<file path="config.mk">
export PLATFORM = sky130hd
export DESIGN_NAME = sopc_system_avalon_st_packet_arbiter
export DESIGN_NICKNAME = d
export VERILOG_FILES = /design/src/rtl/sopc_system_avalon_st_packet_arbiter_pkg.sv /design/src/rtl/sopc_system_avalon_st_packet_arbiter_rr.sv /design/src/rtl/sopc_system_avalon_st_packet_arbiter.sv
export SDC_FILE = /design/constraint.sdc
export NUM_CORES = 1
export LEC_CHECK = 0
export BUFFER_PORTS_ARGS = -buffer_cell sky130_fd_sc_hd__buf_2
export CAP_MARGIN = 20
export CORE_MARGIN = 2
export CORE_UTILIZATION = 40
export CTS_CLUSTER_DIAMETER = 100
export DETAILED_ROUTE_END_ITERATION = 8
export PLACE_DENSITY = 0.73
export SYNTH_ARGS = -nofsm -noshare
export SYNTH_HDL_FRONTEND = slang
export SYNTH_SLANG_ARGS = --single-unit
export TNS_END_PERCENT = 10
</file>
<file path="constraint.sdc">
create_clock -name clk -period 2.58 [get_ports clk]
set_input_delay 0.129 -clock clk [delete_from_list [all_inputs] [get_ports clk]]
set_output_delay 0.129 -clock clk [all_outputs]
set_load 0.01 [all_outputs]
</file>
<file path="src/rtl/sopc_system_avalon_st_packet_arbiter_pkg.sv">
// Shared payload widths, FSM encodings and beat record for the avalon_st adapter family.
package sopc_system_avalon_st_packet_arbiter_pkg;

  localparam int DATA_W  = 32;
  localparam int ERR_W   = 6;
  localparam int EMPTY_W = 2;
  localparam int CH_W    = 2;

  localparam logic [0:0] ST_IDLE   = 1'b0;
  localparam logic [0:0] ST_LOCKED = 1'b1;

  typedef struct packed {
    logic [DATA_W-1:0]  data;
    logic [ERR_W-1:0]   error;
    logic [EMPTY_W-1:0] empty;
    logic               sop;
    logic               eop;
  } beat_t;

  // Channel after ch, wrapping num_in-1 back to 0.
  function automatic logic [CH_W-1:0] next_ch(input logic [CH_W-1:0] ch, input int num_in);
    return (int'(ch) == num_in - 1) ? '0 : ch + 1'b1;
  endfunction

endpackage

</file>
<file path="src/rtl/sopc_system_avalon_st_packet_arbiter_rr.sv">
// Round-robin grant search: first asserted valid at or after rr_ptr, wrapping to 0.
module sopc_system_avalon_st_packet_arbiter_rr
  import sopc_system_avalon_st_packet_arbiter_pkg::*;
#(
  parameter int NUM_IN = 2
) (
  input  logic [NUM_IN-1:0] in_valid,
  input  logic [CH_W-1:0]   rr_ptr,
  output logic [CH_W-1:0]   grant,
  output logic              found
);

  // Unrolled over every pointer value so all valid-bit selects are constant.
  always_comb begin
    grant = rr_ptr;
    found = 1'b0;
    for (int p = 0; p < NUM_IN; p++) begin
      if (int'(rr_ptr) == p) begin
        for (int i = 0; i < NUM_IN; i++) begin
          if (!found && in_valid[(p + i) % NUM_IN]) begin
            grant = CH_W'((p + i) % NUM_IN);
            found = 1'b1;
          end
        end
      end
    end
  end

endmodule

</file>
<file path="src/rtl/sopc_system_avalon_st_packet_arbiter.sv">
// Packet-level Avalon-ST arbiter: round-robin between inputs, grant held for a whole
// packet, single registered output stage sustaining one beat per cycle.
module sopc_system_avalon_st_packet_arbiter
  import sopc_system_avalon_st_packet_arbiter_pkg::*;
#(
  parameter int NUM_IN = 2
) (
  input  logic                      clk,
  input  logic                      reset,
  input  logic [NUM_IN-1:0]         in_valid,
  output logic [NUM_IN-1:0]         in_ready,
  input  logic [NUM_IN*DATA_W-1:0]  in_data,
  input  logic [NUM_IN*ERR_W-1:0]   in_error,
  input  logic [NUM_IN-1:0]         in_startofpacket,
  input  logic [NUM_IN-1:0]         in_endofpacket,
  input  logic [NUM_IN*EMPTY_W-1:0] in_empty,
  input  logic                      out_ready,
  output logic                      out_valid,
  output logic [DATA_W-1:0]         out_data,
  output logic [ERR_W-1:0]          out_error,
  output logic                      out_startofpacket,
  output logic                      out_endofpacket,
  output logic [EMPTY_W-1:0]        out_empty,
  output logic [CH_W-1:0]           out_channel,
  output logic                      protocol_err
);

  // state     | meaning
  // ST_IDLE   | no packet owner, round-robin search selects the next input
  // ST_LOCKED | owner_q holds the grant until its EOP beat is accepted

  logic [0:0]      state_q, state_d;
  logic [CH_W-1:0] owner_q, owner_d;
  logic [CH_W-1:0] rr_ptr_q, rr_ptr_d;
  logic [CH_W-1:0] out_channel_q, out_channel_d;
  logic            out_valid_q, out_valid_d;
  logic            protocol_err_q, protocol_err_d;
  beat_t           out_beat_q, out_beat_d;

  beat_t           beat_in;
  logic [CH_W-1:0] rr_grant, sel;
  logic            rr_found, sel_ok, slot_free, accept;

  sopc_system_avalon_st_packet_arbiter_rr #(.NUM_IN(NUM_IN)) u_rr (
    .in_valid (in_valid),
    .rr_ptr   (rr_ptr_q),
    .grant    (rr_grant),
    .found    (rr_found)
  );

  always_comb begin
    slot_free = !out_valid_q || out_ready;
    sel       = (state_q == ST_LOCKED) ? owner_q : rr_grant;
    sel_ok    = (state_q == ST_LOCKED) || rr_found;
    in_ready  = '0;
    beat_in   = '0;
    for (int k = 0; k < NUM_IN; k++) begin
      if (sel == CH_W'(k)) begin
        in_ready[k]   = sel_ok && slot_free && !reset;
        beat_in.data  = in_data[k*DATA_W +: DATA_W];
        beat_in.error = in_error[k*ERR_W +: ERR_W];
        beat_in.empty = in_empty[k*EMPTY_W +: EMPTY_W];
        beat_in.sop   = in_startofpacket[k];
        beat_in.eop   = in_endofpacket[k];
      end
    end
    accept = |(in_ready & in_valid);

    state_d        = state_q;
    owner_d        = owner_q;
    rr_ptr_d       = rr_ptr_q;
    out_valid_d    = out_valid_q;
    out_beat_d     = out_beat_q;
    out_channel_d  = out_channel_q;
    protocol_err_d = protocol_err_q;

    if (accept) begin
      out_valid_d   = 1'b1;
      out_beat_d    = beat_in;
      out_channel_d = sel;
      // Framing errors are flagged but the beat still goes through.
      if ((state_q == ST_LOCKED && beat_in.sop) || (state_q == ST_IDLE && !beat_in.sop))
        protocol_err_d = 1'b1;
      if (beat_in.eop) begin
        state_d  = ST_IDLE;
        rr_ptr_d = next_ch(sel, NUM_IN);
      end else begin
        state_d = ST_LOCKED;
        owner_d = sel;
      end
    end else if (out_ready) begin
      out_valid_d = 1'b0;
    end
  end

  always_ff @(posedge clk or posedge reset) begin
    if (reset) begin
      state_q        <= ST_IDLE;
      owner_q        <= '0;
      rr_ptr_q       <= '0;
      out_valid_q    <= 1'b0;
      out_beat_q     <= '0;
      out_channel_q  <= '0;
      protocol_err_q <= 1'b0;
    end else begin
      state_q        <= state_d;
      owner_q        <= owner_d;
      rr_ptr_q       <= rr_ptr_d;
      out_valid_q    <= out_valid_d;
      out_beat_q     <= out_beat_d;
      out_channel_q  <= out_channel_d;
      protocol_err_q <= protocol_err_d;
    end
  end

  assign out_valid         = out_valid_q;
  assign out_data          = out_beat_q.data;
  assign out_error         = out_beat_q.error;
  assign out_empty         = out_beat_q.empty;
  assign out_startofpacket = out_beat_q.sop;
  assign out_endofpacket   = out_beat_q.eop;
  assign out_channel       = out_channel_q;
  assign protocol_err      = protocol_err_q;

endmodule

</file>
# Word level (Yosys, flattened, before mapping)
# Index checks and enable logic that the tools add are counted.
# word_totals
regBits	51
inputBits	89
latchBits	0
mem_count	0
romBits	0
ramBits	0
word_cells	64
# op_classes
n_eq_ne	3
n_addsub	1
n_bitwise	3
mux	23
shifts	0
magnitude_cmp	0
n_div	0
n_mul	0
n_reduce_logical	23
# ops
cell	n
$mux 42	2
$mux 2	8
$mux 1	13
$logic_and 1x1->1	7
$logic_not 1->1	6
$reduce_and 2->1	3
$eq 2x2->1 const B	2
$logic_not 2->1	2
$logic_or 1x1->1	3
$add 2x1->2 const B	1
$and 2x2->2	1
$eq 2x1->1 const B	1
$not 1->1	2
$reduce_bool 2->1	1
$reduce_or 2->1	1

# Logic depth before layout (Yosys ltp)
# depth
depth_word	22
mapped_depth	7
mapped_depth_nobuf	5

# Cells and area by module
# Synthesis repeated with hierarchy kept, for this count alone.
# hier_totals
cells_unflattened	233
hier_area_um2	2572.5
# modules_own_cells
mod	seq_area_each_um2	instances	area_each_um2	cells_each
sopc_system_avalon_st_packet_arbiter	1276.2	1	2538.7	226
sopc_system_avalon_st_packet_arbiter_rr	0.0	1	33.8	7

# Worst setup path before layout
# Ideal clock, no wire load.
# synth_path
kind	register to register
from	register state_q
to	register rr_ptr_q[1]
arrival_ns	1.522
t_required_ns	2.456
stages_incl_launch_ff	7
path_buffers	2
slack_ns	0.934
period_less_slack_ns	1.646
cell_sequence	dfrtp_1 > buf_6 > mux2_4 > nor3_4 > nand2_2 > buf_6 > o31a_1
# synth_between
elab_chain_cells	7
elab_cells_between_ends	16
classes_between	add/sub (1); eq/ne (2); mux (6); bitwise (1); reduce/logical (6)
# synth_rtl
element	line	rtl
start, declared	sopc_system_avalon_st_packet_arbiter.sv:32	logic [0:0] state_q, state_d;
start signal, assigned	sopc_system_avalon_st_packet_arbiter.sv:106	state_q <= state_d;
branches (longest 7 deep; another with $mux 2)	--	
end signal, assigned	sopc_system_avalon_st_packet_arbiter.sv:108	rr_ptr_q <= rr_ptr_d;
end, declared	sopc_system_avalon_st_packet_arbiter.sv:34	logic [CH_W-1:0] rr_ptr_q, rr_ptr_d;
# Several ways; the timed one is not identified.
# A chain may end at the register's enable or synchronous reset.

# Final worst setup path
# layout_path
from	register rr_ptr_q[1]
to	output port in_ready[0]
# layout_between
elab_chain_cells	14
elab_cells_between_ends	23
classes_between	eq/ne (1); mux (13); reduce/logical (9)
# layout_rtl
element	line	rtl
$logic_not 2->1	sopc_system_avalon_st_packet_arbiter_rr.sv:18	if (int'(rr_ptr) == p) begin
$mux 1	sopc_system_avalon_st_packet_arbiter_rr.sv:18	
$logic_not 1->1	sopc_system_avalon_st_packet_arbiter_rr.sv:20	if (!found && in_valid[(p + i) % NUM_IN]) begin
$logic_and 1x1->1	sopc_system_avalon_st_packet_arbiter_rr.sv:20	
$mux 1	sopc_system_avalon_st_packet_arbiter_rr.sv:20	
$mux 1	sopc_system_avalon_st_packet_arbiter_rr.sv:18	
$logic_not 1->1	sopc_system_avalon_st_packet_arbiter_rr.sv:20	
$logic_and 1x1->1	sopc_system_avalon_st_packet_arbiter_rr.sv:20	
$mux 1	sopc_system_avalon_st_packet_arbiter_rr.sv:20	
$mux 1	sopc_system_avalon_st_packet_arbiter_rr.sv:18	
$logic_or 1x1->1	sopc_system_avalon_st_packet_arbiter.sv:54	sel_ok = (state_q == ST_LOCKED) || rr_found;
$logic_and 1x1->1 (2 in series)	sopc_system_avalon_st_packet_arbiter.sv:59	in_ready[k] = sel_ok && slot_free && !reset;
$mux 1 *	sopc_system_avalon_st_packet_arbiter.sv:58	if (sel == CH_W'(k)) begin
end, declared	sopc_system_avalon_st_packet_arbiter.sv:11	output logic [NUM_IN-1:0] in_ready,
# Mark *: on every way between the ends. The rest lies on a longest branch, timed or not. The select of a mux whose other input is x is not followed.

==> run summary <==
* 41.4% — effective utilization at floorplan
* 0.09 ns — post-CTS clock slew at the launch and capture registers of the worst setup and hold paths
* 0 ns — total negative setup slack
* 0 — number of antenna violations at the first check in global routing
* 2.28 ns — crit path time final
* 0.00339 W — overall power
* 2,160 — DR vias
* 51.8% — share of the yosys chip area belonging to registers
* finished, final reports clean — status
* 4360 µm — detailed placer's ending HPWL
* 238 — synthesized netlist cell count
* 4 — Pre-antenna DRT Iters
* 4.67% — met3 track demand over resource
* 0.30 ns — source-to-sink clock delay at the later pin of the worst-skew pair
* 28 — row count
* 28 — count of cell types in the netlist
* 465 — number of nets in the layout
* 31.9% — met2 GRT Util
* 5 — total CTS buffers
* 136 — total of buffers placed on input and output ports
* 2,025 — via count of the first global-routing pass
* 0 — number of max-capacitance violations reported
* 51 — register bit total from synthesis
* 9050 µm — wire length of the first global-routing pass
* 2470 µm² — cell area after synthesis
* 0 — synth warn
* 1.77 nW — Leak
* 0 — number of setup violations in the final report
* 137 — number of primary I/O pins
* met2 — GR peak layer
* 2.15 ns — worst endpoint data arrival time
* 3340 µm² — fin area
* register — startpoint kind of the worst setup timing path
* 3190 µm² — post-placement cell area
* 6810 µm² — die area
* 452 — Non-Filler Instances
* buf_2 — leading cell type in the layout, fill and taps excluded
* 1.04 ns — actual transition at the worst max-transition pin
* 5960 µm² — Core Region
* 572 — filler cell count in the final layout
* 0 — Resize count post-CTS
* reg2out — Crit Path Category
* 0 — GRT Residual Overflow
* in2reg — classification of the worst-slack hold path
* 51 — CTS sink count
* 2 — H-tree depth reported by CTS
* 6020 µm — aggregate routed wire length
* 0 — detailed-route DRC error count
* clkbuf_8 — CTS root buf
* 42.4% — fraction of layout cells with a size suffix above 1
* 35.3% — area growth from synthesis to final layout
* rr_ptr_q[1]$_DFFE_PP0P_ — beginning of the critical path
* buf_2, dfrtp_1, o21ai_0 — top library cells by usage in the layout, fill and taps aside
* 0.728 — last weighted congestion value of the routability-driven placer
* 4.78 — vias per cell
* 17.5% — Total GRT Usage
* 82.5 µm — die height
* 1020 nW/µm² — power density normalized to cell area
* 0.00973 ns — worst clock skew
* output port — crit path capture type
* 439 — total placed cells including tap cells
* 104 — DR iter-0 viols
* no — RSZ-0062 raised after global routing
* 2 — maximum root-to-sink buffer count
* 327 — syn nets
* done — CTS tree
* state_q$_DFFE_PP0P_ — Reg2Reg Launch Point
* 20.2% — met1 usage in global routing
* 0 — final antenna-violating net count
* 0 — number of antenna repair diodes
* 443 µV — maximum VDD drop
* 30.6% — relative slew slack
* 0 — final hold vios
* 82.5 µm — die span in x
* 17 — critical path peak fanout
* 10.4 µm² — post-synthesis area per instance
* 0 — final max-slew violation count
* in_data[53] — Hold Crit Start
* 0.439 GHz — timing-limited maximum frequency
* 2.45 ns — required time worst endpoint
* 52 — largest net degree at the start of global routing
* 13.3 µm — Wirelength per Cell
* 88.3% — portion of the clock cycle consumed by the worst path in the final layout
## final timing paths
kind,endpoint,slack [ns],depth (start not counted)
max,in_ready[0],0.30,7
min in group asynchronous,out_data[24]$_DFFE_PP0P_,0.39,3
max reg2reg,state_q$_DFFE_PP0P_,0.32,6
min reg2reg,out_data[2]$_DFFE_PP0P_,0.48,2
min,out_data[21]$_DFFE_PP0P_,0.10,3
max in group asynchronous,out_data[0]$_DFFE_PP0P_,1.69,4
## cells in the mapped netlist
cell,instances,area share [%]
a21o_1,1,0.30
a211oi_2,1,0.51
and2_1,2,0.51
mux2i_1,43,17
o21ai_0,45,9.1
dfrtp_1,51,52
nand2_1,44,6.7
o22ai_1,1,0.25
buf_6,6,2.7
mux2i_2,1,0.56
clkbuf_1,6,0.91
o221ai_1,1,0.36
a41oi_1,1,0.36
nand3_1,1,0.20
nand2b_1,3,0.76
a221oi_1,1,0.36
nor3_4,1,0.66
buf_4,1,0.30
mux2_4,1,0.61
nor2b_1,2,0.51
buf_2,2,0.41
a21oi_1,6,1.2
o31ai_1,1,0.30
inv_1,6,0.91
a22o_1,1,0.36
o31a_1,2,0.71
nand2_2,1,0.25
nor2_1,6,0.91
## cell families (layout without fill, tap and decap cells)
| group | after synthesis | count (layout) | share of synthesized area [%] |
|---|---|---|---|
| AOI/OAI and AO/OA | 61 | 62 | 13.9 |
| and+or+nand+nor | 60 | 60 | 10.5 |
| DFF | 51 | 51 | 51.8 |
| muxes | 45 | 45 | 18.6 |
| buffers and inverters | 21 | 159 | 5.28 |
## routing by layer
layer	up-vias	share of wire, %	wire length [µm]
met5	-	0	0
met1	953	41	2480
met3	5	9.1	550
met2	99	49	2930
li1	1103	-	-
met4	0	0.91	55
## what timing repair did
action,in CTS,in global routing
buffers inserted,2,0
hold endpoints to repair,0,15
setup endpoints to repair,1,0
hold buffers,0,1
## stage by stage
stage / worst slack (ns) / hold slack, ns / util [%]
3_5_place_dp: 0.0428 / 0.424 / 53.6
2_1_floorplan: 0.934 / 0.262 / -
4_1_cts: 0.242 / 0.104 / 55.5
5_1_grt: 0.127 / 0.109 / 56.0
6_report: 0.301 / 0.104 / 56.0
3_3_place_gp: 0.104 / 0.412 / 53.6
## final cells by class
cell class | instances | area, µm² | share of cell area, %
well taps | 75 | 93.8 | 2.81
repair buffers | 145 | 776 | 23.3
clock inverters | 3 | 18.8 | 0.563
clock buffers | 5 | 68.8 | 2.06
inverters | 6 | 22.5 | 0.675
multi-input cells | 167 | 1080 | 32.4
flip-flops and latches | 51 | 1280 | 38.3
## report_power, final
part	switching [W]	total, W	internal, W
logic	0.000877	0.00161	0.000729
clock network	0.000266	0.000458	0.000191
registers	0.000187	0.00132	0.00114
total	0.00133	0.00339	0.00206
## critical path, cell delays in order, from the launching register on
cell and delay (ns):
dfrtp_1 0.41, nand2b_1 0.15, a221oi_1 0.66, a21oi_4 0.07, buf_4 0.26, inv_1 0.10
nor2_1 0.04, buf_2 0.15
## flip-flops by register name (all words and copies together), names as in the netlist
signal             flops
out_channel            2
out_data              32
out_empty              2
out_endofpacket        1
out_error              6
out_startofpacket      1
out_valid              1
owner_q                2
protocol_err           1
rr_ptr_q               2
state_q                1
Power figures use the tool's default switching activity.
